$ cat config.mk
export PLATFORM = sky130hd
export DESIGN_NAME = gpio_cfg_loader
export DESIGN_NICKNAME = d
export VERILOG_FILES = /design/src/rtl/gpio_cfg_loader.sv
export SDC_FILE = /design/constraint.sdc
export NUM_CORES = 1
export LEC_CHECK = 0
export ABC_AREA = 1
export CAP_MARGIN = 30
export CORE_MARGIN = 5
export CORE_UTILIZATION = 51
export CTS_BUF_LIST = sky130_fd_sc_hd__clkbuf_4
export CTS_CLUSTER_SIZE = 25
export DETAILED_ROUTE_END_ITERATION = 16
export MAX_ROUTING_LAYER = met4
export PLACE_DENSITY = 0.78
export SLEW_MARGIN = 20
export SYNTH_ARGS = -nofsm -noshare
export SYNTH_HDL_FRONTEND = slang
export SYNTH_SLANG_ARGS = --single-unit
$ cat constraint.sdc
create_clock -name clock -period 1.3 [get_ports clock]
set_input_delay 0.195 -clock clock [delete_from_list [all_inputs] [get_ports clock]]
set_output_delay 0.195 -clock clock [all_outputs]
set_load 0.03 [all_outputs]
$ cat src/rtl/gpio_cfg_loader.sv
// Loads the user-project pad configuration chain: fetches one word per pad from the
// config store, shifts it out MSB first on serial_clock/serial_data, then strobes serial_load.
module gpio_cfg_loader #(
    parameter int NUM_PADS = 38,
    parameter int CFG_BITS = 13,
    parameter int CLK_DIV  = 4
) (
    input  logic                        clock,
    input  logic                        resetb,
    input  logic                        start,
    input  logic                        abort,
    output logic                        cfg_req_valid,
    output logic [$clog2(NUM_PADS)-1:0] cfg_req_idx,
    input  logic                        cfg_rsp_valid,
    input  logic [CFG_BITS-1:0]         cfg_rsp_data,
    output logic                        serial_clock,
    output logic                        serial_data,
    output logic                        serial_load,
    output logic                        busy,
    output logic                        done
);

    localparam int IDX_W = $clog2(NUM_PADS);
    localparam int BIT_W = (CFG_BITS > 1) ? $clog2(CFG_BITS) : 1;
    localparam int PH_W  = $clog2(CLK_DIV + 1);

    localparam logic [IDX_W-1:0] LAST_PAD = IDX_W'(NUM_PADS - 1);
    localparam logic [BIT_W-1:0] LAST_BIT = BIT_W'(CFG_BITS - 1);
    localparam logic [PH_W-1:0]  PH_LOAD  = PH_W'(CLK_DIV - 1);

    typedef enum logic [2:0] {
        S_IDLE,
        S_FETCH,
        S_SHIFT_LO,
        S_SHIFT_HI,
        S_LOAD,
        S_DONE
    } state_t;

    state_t              state;
    logic [IDX_W-1:0]    pad_idx;
    logic [BIT_W-1:0]    bit_cnt;
    logic [PH_W-1:0]     phase;
    logic [CFG_BITS-1:0] shreg;
    logic [CFG_BITS-1:0] shreg_shl;
    logic                phase_end;

    assign phase_end   = (phase == '0);
    assign shreg_shl   = shreg << 1;
    assign cfg_req_idx = pad_idx;

    // Outputs are assigned together with the state they belong to, so every
    // pin toward the pad ring comes straight from a flop.
    always_ff @(posedge clock or negedge resetb) begin
        if (!resetb) begin
            state         <= S_IDLE;
            pad_idx       <= '0;
            bit_cnt       <= '0;
            phase         <= '0;
            shreg         <= '0;
            cfg_req_valid <= 1'b0;
            serial_clock  <= 1'b0;
            serial_data   <= 1'b0;
            serial_load   <= 1'b0;
            busy          <= 1'b0;
            done          <= 1'b0;
        end else if (abort) begin
            // Leaves the chain unlatched; a later start reloads everything.
            state         <= S_IDLE;
            cfg_req_valid <= 1'b0;
            serial_clock  <= 1'b0;
            serial_data   <= 1'b0;
            serial_load   <= 1'b0;
            busy          <= 1'b0;
            done          <= 1'b0;
        end else begin
            case (state)
                S_IDLE: begin
                    done <= 1'b0;
                    if (start) begin
                        state         <= S_FETCH;
                        pad_idx       <= LAST_PAD;
                        phase         <= PH_LOAD;
                        cfg_req_valid <= 1'b1;
                        busy          <= 1'b1;
                    end
                end

                S_FETCH: begin
                    if (cfg_rsp_valid) begin
                        state         <= S_SHIFT_LO;
                        shreg         <= cfg_rsp_data;
                        bit_cnt       <= LAST_BIT;
                        phase         <= PH_LOAD;
                        cfg_req_valid <= 1'b0;
                        serial_data   <= cfg_rsp_data[CFG_BITS-1];
                    end
                end

                S_SHIFT_LO: begin
                    if (phase_end) begin
                        state        <= S_SHIFT_HI;
                        phase        <= PH_LOAD;
                        serial_clock <= 1'b1;
                    end else begin
                        phase <= phase - 1'b1;
                    end
                end

                S_SHIFT_HI: begin
                    if (phase_end) begin
                        shreg        <= shreg_shl;
                        phase        <= PH_LOAD;
                        serial_clock <= 1'b0;
                        if (bit_cnt != '0) begin
                            state       <= S_SHIFT_LO;
                            bit_cnt     <= bit_cnt - 1'b1;
                            serial_data <= shreg_shl[CFG_BITS-1];
                        end else if (pad_idx != '0) begin
                            state         <= S_FETCH;
                            pad_idx       <= pad_idx - 1'b1;
                            cfg_req_valid <= 1'b1;
                            serial_data   <= 1'b0;
                        end else begin
                            state       <= S_LOAD;
                            serial_data <= 1'b0;
                            serial_load <= 1'b1;
                        end
                    end else begin
                        phase <= phase - 1'b1;
                    end
                end

                S_LOAD: begin
                    if (phase_end) begin
                        state       <= S_DONE;
                        serial_load <= 1'b0;
                        done        <= 1'b1;
                    end else begin
                        phase <= phase - 1'b1;
                    end
                end

                S_DONE: begin
                    state <= S_IDLE;
                    done  <= 1'b0;
                    busy  <= 1'b0;
                end

                default: begin
                    state         <= S_IDLE;
                    cfg_req_valid <= 1'b0;
                    serial_clock  <= 1'b0;
                    serial_data   <= 1'b0;
                    serial_load   <= 1'b0;
                    busy          <= 1'b0;
                    done          <= 1'b0;
                end
            endcase
        end
    end

endmodule

==> load_flow_metrics.sql <==
INSERT INTO impl_metrics (metric_group, metric, value, unit) VALUES
('global_routing', 'grt_remaining_overflow', '0', ''),
('clocking', 'clkTransAtPathRegs', '0.11', 'ns'),
('synth', 'synth_top_area_share', '40.60', '%'),
('global_routing', 'first_global_vias', '2184', ''),
('drt', 'remaining_drc_errors', '0', ''),
('placement', 'portBuffers', '29', ''),
('worst_setup_path', 'worst_setup_path_start_kind', 'flop', ''),
('power', 'max-vdd-ir-drop', '1.290', 'mV'),
('clocking', 'later_pin_clock_latency_in_the_skew_report', '0.35', 'ns'),
('drt', 'wire_length_per_cell_after_detailed_routing', '13.57', 'um'),
('placement', 'place.gp.congestion', '0.9316', ''),
('worst_setup_path', 'critPathArrivalTime', '1.74', 'ns'),
('finish', 'final_common_cell', 'sky130_fd_sc_hd__nand2_1', ''),
('worst_setup_path', 'slowest_stage', 'sky130_fd_sc_hd__dfrtp_2', ''),
('global_routing', 'grt_pass1_wl', '9.315', 'mm'),
('worst_setup_path', 'crit_family', 'buffers and inverters', ''),
('global_routing', 'grt_antenna_before_repair', '0', ''),
('clocking', 'clock-root-buffer', 'sky130_fd_sc_hd__clkbuf_4', ''),
('sta', 'setup_repair_after_global_routing_missed_its_margin', 'yes', ''),
('clocking', 'cts.htree.levels', '2', ''),
('drt', 'route.vias.total', '2302', ''),
('sta', 'min_period', '1.503', 'ns'),
('worst_setup_path', 'cp.required', '1.53', 'ns'),
('clocking', 'cts_hold_buffers', '0', ''),
('placement', 'place.detailed.hpwl', '3.900', 'mm'),
('synth', 'synth-adder-area-share', '2.985', '%'),
('global_routing', 'grt_use_total', '22.51', '%'),
('worst_setup_path', 'worstPathMaxFanout', '7', ''),
('outcome', 'violations', 'negative setup slack', ''),
('sta', 'fin_worst_skew', '0.004335', 'ns'),
('worst_setup_path', 'timing.critical_path.to_type', 'flop', ''),
('power', 'total_power', '0.006341', 'W'),
('power', 'power.density_cell_area', '2017', 'nW/um2'),
('drt', 'drt_iter0_drc', '160', ''),
('drt', 'wl', '5.930', 'mm'),
('floorplanning', 'core_area', '4000', 'um2'),
('worst_setup_path', 'crit_path_max_incr_delay', '0.46', 'ns'),
('synth', 'synth.area.top_cells', 'sky130_fd_sc_hd__dfrtp_1 41%, sky130_fd_sc_hd__nand2_1 18%, sky130_fd_sc_hd__o21ai_0 7.6%', ''),
('synth', 'syn-mean-instance-area', '6.963', 'um2'),
('sta', 'timing.final.ws_setup', '-0.2025', 'ns'),
('drt', 'drt.antenna.violating_nets', '0', ''),
('finish', 'most-common-layout-cells', '80 x sky130_fd_sc_hd__nand2_1, 51 x sky130_fd_sc_hd__buf_4, 30 x sky130_fd_sc_hd__inv_1, 30 x sky130_fd_sc_hd__dfrtp_1, 26 x sky130_fd_sc_hd__nand3_1', ''),
('synth', 'syn-cell-area', '2096', 'um2'),
('clocking', 'cts_sinks', '34', ''),
('synth', 'yosysUniqueCellTypes', '24', ''),
('global_routing', 'grt_start_max_net_pins', '35', ''),
('synth', 'synthesis.nets', '324', ''),
('min_path', 'worstHoldPathType', 'in2async', ''),
('synth', 'synth-seq-cells', '34', ''),
('worst_setup_path', 'critical_path.cell_chain', 'buf_4 -> inv_8 -> nand3_4 -> nor2_4 -> nor3_4 -> buf_4 -> clkbuf_16 -> nand2_1 -> o21ai_0', ''),
('sta', 'tightest_slew', '0.3500', 'ns'),
('clocking', 'largest_buffer_count_on_any_clock_path', '2', ''),
('synth', 'muxShareOfSynthArea', '0', '%'),
('finish', 'finish.net_count', '409', ''),
('floorplanning', 'top_level_pins', '30', ''),
('flow_run', 'maxCapViolations', '0', ''),
('finish', 'area_delta_synth_final', '50.03', '%'),
('synth', 'synth_top_family_by_area', 'simple AND/OR/NAND/NOR gates', ''),
('sta', 'timing.final.max_slew_violations', '0', ''),
('floorplanning', 'floorplan.die.height', '74.11', 'um'),
('finish', 'drive_above_1_share', '36.18', '%'),
('floorplanning', 'design.die.area', '5492', 'um2'),
('sta', 'timing.max_slew.rel_slack', '76.63', '%'),
('worst_setup_path', 'timing_worst_setup_path_type', 'reg2reg', ''),
('sta', 'setup_violations', '32', ''),
('sta', 'max_freq', '0.6655', 'GHz'),
('drt', 'drt_first_pass_iters', '4', ''),
('synth', 'post_synth_inst_count', '301', ''),
('floorplanning', 'start_util', '52.39', '%'),
('synth', 'synth_area_leader_cell', 'sky130_fd_sc_hd__dfrtp_1', ''),
('outcome', 'status', 'finished with violations', '');
-- synthesized netlist by cell type --
cell,instances
sky130_fd_sc_hd__nand3_1,30
sky130_fd_sc_hd__nor3_4,1
sky130_fd_sc_hd__nor2_4,1
sky130_fd_sc_hd__inv_1,35
sky130_fd_sc_hd__xnor2_1,2
sky130_fd_sc_hd__o21ai_0,32
sky130_fd_sc_hd__nand2_1,103
sky130_fd_sc_hd__nand4_1,5
sky130_fd_sc_hd__nand3b_1,2
sky130_fd_sc_hd__nor2_2,1
sky130_fd_sc_hd__ha_1,5
sky130_fd_sc_hd__o21ai_1,2
sky130_fd_sc_hd__o22ai_1,1
sky130_fd_sc_hd__xor2_1,1
sky130_fd_sc_hd__dfrtp_1,34
sky130_fd_sc_hd__buf_6,2
sky130_fd_sc_hd__o21ai_2,1
sky130_fd_sc_hd__a21oi_1,6
sky130_fd_sc_hd__inv_2,2
sky130_fd_sc_hd__a21oi_4,1
sky130_fd_sc_hd__nand2_2,1
sky130_fd_sc_hd__nor2_1,26
sky130_fd_sc_hd__buf_4,3
sky130_fd_sc_hd__buf_2,4
-- final cells by class --
type / instances / area [um2]
Clock buffer: 6 / 45.04
Clock inverter: 2 / 8.758
Fill cell: 285 / 855.8
Inverter: 37 / 146.4
Multi-Input combinational cell: 221 / 1262
Sequential cell: 34 / 855.8
Tap cell: 50 / 62.56
Timing Repair Buffer: 87 / 763.2
-- per-stage QoR --
stage / instance area [um2] / util, % / hold slack, ns / worst slack [ns] / TNS, ns
5_1_grt: 3144 / 78.60 / 0.2173 / -0.2517 / -6.626
4_1_cts: 3048 / 76.20 / 0.2134 / -0.1517 / -2.732
2_1_floorplan: 2173 / - / -0.1006 / -0.05261 / -0.7093
6_report: 3144 / 78.60 / 0.2082 / -0.2025 / -4.219
3_5_place_dp: 2804 / 70.10 / 0.4596 / -0.3833 / -9.222
3_3_place_gp: 2804 / 70.10 / 0.4557 / -0.3118 / -8.476
-- kinds of logic (layout without fill, tap and decap cells) --
group	count (synthesis)	count (layout)
AOI/OAI and AO/OA	43	43
xor gates and xnor gates	3	3
adders and majority gates	5	5
and+or+nand+nor	170	170
buffers and inverters	46	132
DFF	34	34
-- power by group --
part           leakage [nW]  switching [W]  internal [W]
Sequential            0.425       0.000279       0.00148
Clock                0.0331       0.000376      0.000224
Combinational          1.16        0.00225       0.00173
-- metal layers --
metal,share of wire [%],global-route usage [%],wire (um)
met1,41,25.85,2410
met2,51,37.60,3037
met3,5.0,5.135,298
met4,3.1,9.658,183
met5,0,-,0
-- sequential cells by signal, indices dropped and copies added (netlist names) --
| name | cells |
|---|---|
| done | 1 |
| shreg | 12 |
| serial_load | 1 |
| bit_cnt | 4 |
| cfg_req_valid | 1 |
| phase | 3 |
| serial_clock | 1 |
| serial_data | 1 |
| cfg_req_idx | 6 |
| state | 3 |
| busy | 1 |
-- timing repair --
action                     in CTS  in global routing
setup endpoints to repair      41                 41
pin swaps                      13                  5
setup buffers                   5                  6
gates cloned                    0                  2
resized for setup              66                 28
-- final timing paths --
kind | start | end | slack [ns] | cells past startpoint
worst max register to register | state[2] | shreg[6] | -0.20 | 9
worst min register to register | serial_load | serial_load | 0.49 | 2
min in group clock | cfg_rsp_data[0] | shreg[0] | 0.41 | 3
worst min-delay path | resetb | phase[1] | 0.21 | 2
max in group asynchronous | resetb | cfg_req_idx[1] | 0.89 | 2
worst max-delay path | state[2] | shreg[6] | -0.20 | 9
Note: power is estimated with default switching activity, not from simulation.
